### src/rtl/hsi_m_tx_ctrl_if.sv
// Byte-stream and line-pair bundle between the command FIFO side and the HSI master transmitter.
// The master modport is the transmitter's view; slave is the feeding/observing side.
interface hsi_m_tx_ctrl_if;
    logic       clk_en;
    logic [7:0] d;
    logic       d_vld;
    logic       d_last;
    logic       d_ack;
    logic       com1;
    logic       com2;
    logic       busy;
    logic       tx_frame_end;
    logic       tx_underrun;

    modport master (
        input  clk_en, d, d_vld, d_last,
        output d_ack, com1, com2, busy, tx_frame_end, tx_underrun
    );

    modport slave (
        output clk_en, d, d_vld, d_last,
        input  d_ack, com1, com2, busy, tx_frame_end, tx_underrun
    );
endinterface

### src/rtl/hsi_m_tx_ctrl.sv
// HSI master command transmitter: 8 data bits MSB first plus odd parity per byte on com1/com2,
// each bit cell a HI then LO phase of one clk_en tick, frames closed by a 2*GAP_BITS-tick idle gap.
module hsi_m_tx_ctrl #(
    parameter int GAP_BITS = 4
) (
    input  logic            clk,
    input  logic            n_rst,
    hsi_m_tx_ctrl_if.master bus
);
    localparam logic [1:0] S_IDLE = 2'd0;
    localparam logic [1:0] S_HI   = 2'd1;
    localparam logic [1:0] S_LO   = 2'd2;
    localparam logic [1:0] S_GAP  = 2'd3;

    // Gap counter is loaded on the entering tick, so the final tick sees zero.
    localparam logic [4:0] GAP_LAST = 5'(2 * GAP_BITS - 1);

    logic [1:0] r_state;
    logic [3:0] r_bitcnt;
    logic [8:0] r_shift;
    logic       r_last;
    logic [4:0] r_gapcnt;
    logic       r_com1;
    logic       r_com2;
    logic       r_busy;
    logic       r_d_ack;
    logic       r_frame_end;
    logic       r_underrun;

    logic w_boundary;
    logic w_after_byte;
    logic w_fetch;
    logic w_gap_enter;
    logic w_underrun;
    logic w_gap_done;

    always_comb begin
        w_after_byte = (r_state == S_LO) && (r_bitcnt == 4'd8);
        w_boundary   = bus.clk_en && ((r_state == S_IDLE) || w_after_byte);
        w_fetch      = w_boundary && bus.d_vld && !(w_after_byte && r_last);
        w_gap_enter  = w_boundary && w_after_byte && !w_fetch;
        w_underrun   = w_gap_enter && !r_last;
        w_gap_done   = bus.clk_en && (r_state == S_GAP) && (r_gapcnt == 5'd0);
    end

    always_ff @(posedge clk or negedge n_rst) begin
        if (!n_rst) begin
            r_state     <= S_IDLE;
            r_bitcnt    <= 4'd0;
            r_shift     <= 9'd0;
            r_last      <= 1'b0;
            r_gapcnt    <= 5'd0;
            r_com1      <= 1'b0;
            r_com2      <= 1'b0;
            r_busy      <= 1'b0;
            r_d_ack     <= 1'b0;
            r_frame_end <= 1'b0;
            r_underrun  <= 1'b0;
        end else begin
            r_d_ack     <= w_fetch;
            r_underrun  <= w_underrun;
            r_frame_end <= w_gap_done;
            if (w_fetch) begin
                // Parity bit rides at the LSB so it leaves last; bit 7 goes out on this same tick.
                r_state  <= S_HI;
                r_shift  <= {bus.d, ~^bus.d};
                r_last   <= bus.d_last;
                r_bitcnt <= 4'd0;
                r_com1   <= bus.d[7];
                r_com2   <= ~bus.d[7];
                r_busy   <= 1'b1;
            end else if (w_gap_enter) begin
                r_state  <= S_GAP;
                r_gapcnt <= GAP_LAST;
            end else if (bus.clk_en) begin
                case (r_state)
                    S_HI: begin
                        r_state <= S_LO;
                        r_com1  <= 1'b0;
                        r_com2  <= 1'b0;
                    end
                    S_LO: begin
                        r_state  <= S_HI;
                        r_bitcnt <= r_bitcnt + 4'd1;
                        r_shift  <= {r_shift[7:0], 1'b0};
                        r_com1   <= r_shift[7];
                        r_com2   <= ~r_shift[7];
                    end
                    S_GAP: begin
                        if (r_gapcnt == 5'd0) begin
                            r_state <= S_IDLE;
                            r_busy  <= 1'b0;
                        end else begin
                            r_gapcnt <= r_gapcnt - 5'd1;
                        end
                    end
                    default: begin
                    end
                endcase
            end
        end
    end

    assign bus.d_ack        = r_d_ack;
    assign bus.com1         = r_com1;
    assign bus.com2         = r_com2;
    assign bus.busy         = r_busy;
    assign bus.tx_frame_end = r_frame_end;
    assign bus.tx_underrun  = r_underrun;
endmodule
### src/flat_wrapper.sv
// flat-port wrapper written by rule: the top's interface ports become plain ports
module hsi_m_tx_ctrl_flat 
#(
    parameter int GAP_BITS = 4
)
  (clk, n_rst, bus_clk_en, bus_d, bus_d_vld, bus_d_last, bus_d_ack, bus_com1, bus_com2, bus_busy, bus_tx_frame_end, bus_tx_underrun);
  hsi_m_tx_ctrl_if bus_i ();
  input  logic clk;
  input  logic n_rst;
  input wire logic [$bits(bus_i.clk_en)-1:0] bus_clk_en;
  input wire logic [$bits(bus_i.d)-1:0] bus_d;
  input wire logic [$bits(bus_i.d_vld)-1:0] bus_d_vld;
  input wire logic [$bits(bus_i.d_last)-1:0] bus_d_last;
  output wire logic [$bits(bus_i.d_ack)-1:0] bus_d_ack;
  output wire logic [$bits(bus_i.com1)-1:0] bus_com1;
  output wire logic [$bits(bus_i.com2)-1:0] bus_com2;
  output wire logic [$bits(bus_i.busy)-1:0] bus_busy;
  output wire logic [$bits(bus_i.tx_frame_end)-1:0] bus_tx_frame_end;
  output wire logic [$bits(bus_i.tx_underrun)-1:0] bus_tx_underrun;
  assign bus_i.clk_en = bus_clk_en;
  assign bus_i.d = bus_d;
  assign bus_i.d_vld = bus_d_vld;
  assign bus_i.d_last = bus_d_last;
  assign bus_d_ack = bus_i.d_ack;
  assign bus_com1 = bus_i.com1;
  assign bus_com2 = bus_i.com2;
  assign bus_busy = bus_i.busy;
  assign bus_tx_frame_end = bus_i.tx_frame_end;
  assign bus_tx_underrun = bus_i.tx_underrun;
  hsi_m_tx_ctrl #(.GAP_BITS(GAP_BITS)) u_core (.clk(clk), .n_rst(n_rst), .bus(bus_i));
endmodule
### config.mk
export PLATFORM = sky130hd
export DESIGN_NAME = hsi_m_tx_ctrl_flat
export DESIGN_NICKNAME = d
export VERILOG_FILES = /design/src/rtl/hsi_m_tx_ctrl_if.sv /design/src/rtl/hsi_m_tx_ctrl.sv /design/src/flat_wrapper.sv
export SDC_FILE = /design/constraint.sdc
export NUM_CORES = 1
export LEC_CHECK = 0
export ABC_AREA = 1
export BUFFER_PORTS_ARGS = -buffer_cell sky130_fd_sc_hd__buf_4
export CORE_AREA = 2 2 56 58
export DETAILED_ROUTE_END_ITERATION = 6
export DIE_AREA = 0 0 58 60
export PLACE_DENSITY = 0.8
export SLEW_MARGIN = 40
export SYNTH_ARGS = -nofsm -noshare
export SYNTH_HDL_FRONTEND = slang
export SYNTH_SLANG_ARGS = --single-unit
### constraint.sdc
create_clock -name clk -period 3.8 [get_ports clk]
set_clock_uncertainty 0.2 [all_clocks]
set_input_delay 0.38 -clock clk [delete_from_list [all_inputs] [get_ports clk]]
set_output_delay 0.38 -clock clk [all_outputs]
set_load 0.005 [all_outputs]
==> flow_summary_export.csv <==
group,metric,value,unit
outcome,status,"finished clean",
placement,dpl.hpwl,2.36,mm
timing,holdWs,39.7,ps
finish,antenna_cells_inserted,0,
routing,wirelength,3.17,mm
finish,final_net_count,260,
floorplanning,rows,20,
logic_synthesis,synth_xor_xnor_area_share,5.72,%
setup_path,crit-reg2reg-launch,"u_core.r_state[0]$_DFFE_PN0P_",
routing,routed_length_per_instance,11.7,µm
logic_synthesis,yosys.area_share.adder,6.69,%
finish,footprint_of_the_flip_flops_and_latches,651,µm²
finish,drive_gt1_share,13.5,%
logic_synthesis,async_sr_flop_fraction,100,%
clock_tree,clk_pin_slew_worst_paths,150,ps
logic_synthesis,yosys_warning_total,0,
setup_path,worstSetupPathType,"flop to flop",
clock_tree,clock_tree.root_cell,"clkbuf_4",
grt,first_global_vias,1275,
logic_synthesis,post_synth.cell_area_avg,7.66,µm²
logic_synthesis,syn_area,1680,µm²
placement,place_congestion,0.815,
logic_synthesis,netlist_top_cells_count,"nand2_1 (89), dfrtp_1 (26), inv_1 (23), nand3_1 (18), nand4_1 (10)",
setup_path,worstReg2RegEnd,"u_core.r_shift[2]$_DFFE_PN0P_",
timing,pins_over_their_slew_limit,0,
finish,layout.filler_cells,260,
clock_tree,insertion_delay,330,ps
routing,vias,1385,
logic_synthesis,synth-seq-area-share,38.6,%
timing,setup_viol,0,
setup_path,worstPathRequired,3840,ps
timing,timing.final.crit_share,59.3,%
timing,timing.setup.tns,0,ps
logic_synthesis,yosys-mux-area-fraction,0,%
setup_path,crit_path_max_fanout,24,
routing,drc_errors,0,
logic_synthesis,post_synth_simple_gate_area,35.7,%
floorplanning,overall_die_height,60,µm
clock_tree,cts_inserted_buffers,3,
logic_synthesis,synth-seq-cells,26,
timing,finalCriticalPeriod,2250,ps
placement,detailedPlace.worstSlack,1570,ps
logic_synthesis,count_leader_synth,"nand2_1",
grt,globalRoute.totalOverflow,0,
floorplanning,core_area,2900,µm²
timing,max-slew-margin-rel,77.1,%
logic_synthesis,synth_cells,220,
timing,max_freq,0.444,GHz
setup_path,reg2reg_depth,11,
floorplanning,die_x,58,µm
clock_tree,cts-htree-levels,1,
logic_synthesis,synth_compound_area_share,3.64,%
timing,worst_pin_slew,340,ps
floorplanning,fp.dieArea,3480,µm²
routing,drt_first_pass_iters,4,
floorplanning,num_io_pins,19,
logic_synthesis,post_synth_num_cell_types,23,
clock_tree,numClockSinks,26,
clock_tree,cts_tree,"built",
setup_path,worst_ep_arrival_time,2290,ps
setup_path,minimum_setup_slack_among_reg_to_reg_paths,1550,ps
min_path,timing.hold.worst.class,"input pin to flop",
power,pd_cells,649,nW/µm²
logic_synthesis,post-synth-top-area-fraction,38.6,%
logic_synthesis,ys.flop_type,"dfrtp_1",
min_path,min_from,"bus_d_last",
min_path,hold-path-cell-count,3,
logic_synthesis,postSynthNetCount,242,
power,vdd_ir_drop_max,0.387,mV
placement,place.port_buffers,18,
routing,vias_per_cell,5.13,
logic_synthesis,post-synth-top-area-cell,"dfrtp_1",
routing,antenna_violating_nets_post_route,0,
finish,multiInputGateArea,872,µm²
grt,antenna_found_initial,0,
logic_synthesis,synth_area_leaders,"dfrtp_1 (39%), nand2_1 (20%), ha_1 (6.7%), nand3_1 (5.3%), inv_1 (5.1%)",
timing,grt_setup_unrepaired,"no",
min_path,hold_path_end,"u_core.r_last$_DFFE_PN0P_",
logic_synthesis,synth_top_family_by_area,"simple AND/OR/NAND/NOR gates",
grt,grt_max_degree,27,
routing,initialDrtViolationCount,36,
power,leakage,1.08,nW
clock_tree,cts.path.max_buffers,2,
clock_tree,post_cts_setup_driven_buffer_insertion_count,0,
clock_tree,cts.hold.buffers_added,1,
logic_synthesis,synth_edf_count,0,
timing,setup_ws,1550,ps
finish,post_layout_nonfiller_instances,270,
floorplanning,starting_density,58.0,%
finish,area.growth.synth_to_final,10.5,%
setup_path,endpoint_kind,"flop",
grt,global_route_wire_length_before_repair,5.24,mm
setup_path,worstSetupStartpointType,"flop",
job,cap_viol_max_count,0,
grt,groute.usage.overall,19.6,%
placement,number_of_cells_in_the_design_after_placement,265,
clock_tree,cts.repair.resized,0,
timing,timing_hold_violations_final,0,
## worst max-delay path, cell delays in order, from the launching register on
cell	delay (ps)
dfrtp_1	400
inv_1	140
ha_1	240
nand2_1	80
clkinv_2	70
nand2_1	80
nand2_4	130
nand3_4	260
o21ai_4	250
nand2_4	160
nand2_1	90
nand2_1	60
## state kept, by name, summed over array words and instances (netlist names)
register and flops:
u_core.bus.busy 1, u_core.bus.com1 1, u_core.r_gapcnt 5, u_core.bus.tx_underrun 1, u_core.bus.tx_frame_end 1, u_core.r_bitcnt 4
u_core.r_shift 8, u_core.r_state 2, u_core.bus.d_ack 1, u_core.bus.com2 1, u_core.r_last 1
## how the worst max path moves through the flow
stage / from / endpoint
after floorplan: u_core.r_state[0]$_DFFE_PN0P_ / u_core.r_shift[0]$_DFFE_PN0P_
after global placement: u_core.r_state[0]$_DFFE_PN0P_ / u_core.r_shift[5]$_DFFE_PN0P_
after detailed placement: u_core.r_state[0]$_DFFE_PN0P_ / u_core.r_bitcnt[3]$_DFFE_PN0P_
after CTS: u_core.r_state[0]$_DFFE_PN0P_ / u_core.r_bitcnt[3]$_DFFE_PN0P_
after global routing: u_core.r_state[0]$_DFFE_PN0P_ / u_core.r_shift[4]$_DFFE_PN0P_
final: u_core.r_state[0]$_DFFE_PN0P_ / u_core.r_shift[2]$_DFFE_PN0P_
## cell families (layout without fill, tap and decap cells)
| kind of cell | after synthesis | in the layout |
|---|---|---|
| AND/OR/NAND/NOR | 132 | 132 |
| buffers and inverters | 32 | 49 |
| AO/OA/AOI/OAI | 10 | 10 |
| adder cells (fa/ha/maj) | 9 | 9 |
| XOR/XNOR | 11 | 11 |
| flip-flops | 26 | 26 |
## per-stage QoR
stage | total power [W] | util, % | instance area, µm²
CTS | 0.00122 | 64.1 | 1860
detailed placement | 0.00102 | 61.9 | 1800
finish | 0.00121 | 64.1 | 1860
floorplan | 0.000905 | - | 1680
global placement | 0.000998 | 61.9 | 1800
global route | 0.00132 | 64.1 | 1860
## layout make-up
class	count	area share, %
Tap cell	33	2.22
Sequential cell	26	35.0
Clock buffer	3	1.21
Clock inverter	1	1.61
Timing Repair Buffer	19	7.80
Multi-Input combinational cell	162	46.9
Inverter	26	5.31
## layer usage
metal,track usage (%),routed length [µm],up-vias
met4,9.63,61,0
met5,0,0,-
met1,25.1,1470,623
met2,33.1,1530,29
li1,-,-,727
met3,2.16,106,6
## cell usage in the layout (no fill, tap or decap), drive strengths merged
cell / synthesis / layout
nor3: 1 / 1
nand3: 20 / 20
xnor2: 2 / 2
buf: 5 / 18
bufinv: 0 / 1
clkbuf: 1 / 3
ha: 9 / 9
nand2: 92 / 92
nand4: 10 / 10
dlygate4sd3: 0 / 1
inv: 24 / 24
nor2: 9 / 9
dfrtp: 26 / 26
xor2: 9 / 9
o21ai: 10 / 10
clkinv: 2 / 2
## report_power, final
part | switching (W) | leakage (nW) | total, W | internal [W]
Sequential | 0.0000782 | 0.336 | 0.000457 | 0.000379
Clock | 0.0000829 | 0.0279 | 0.000190 | 0.000107
Combinational | 0.000342 | 0.716 | 0.000561 | 0.000219
Total | 0.000503 | 1.08 | 0.00121 | 0.000704
Note: power is estimated with default switching activity, not from simulation.
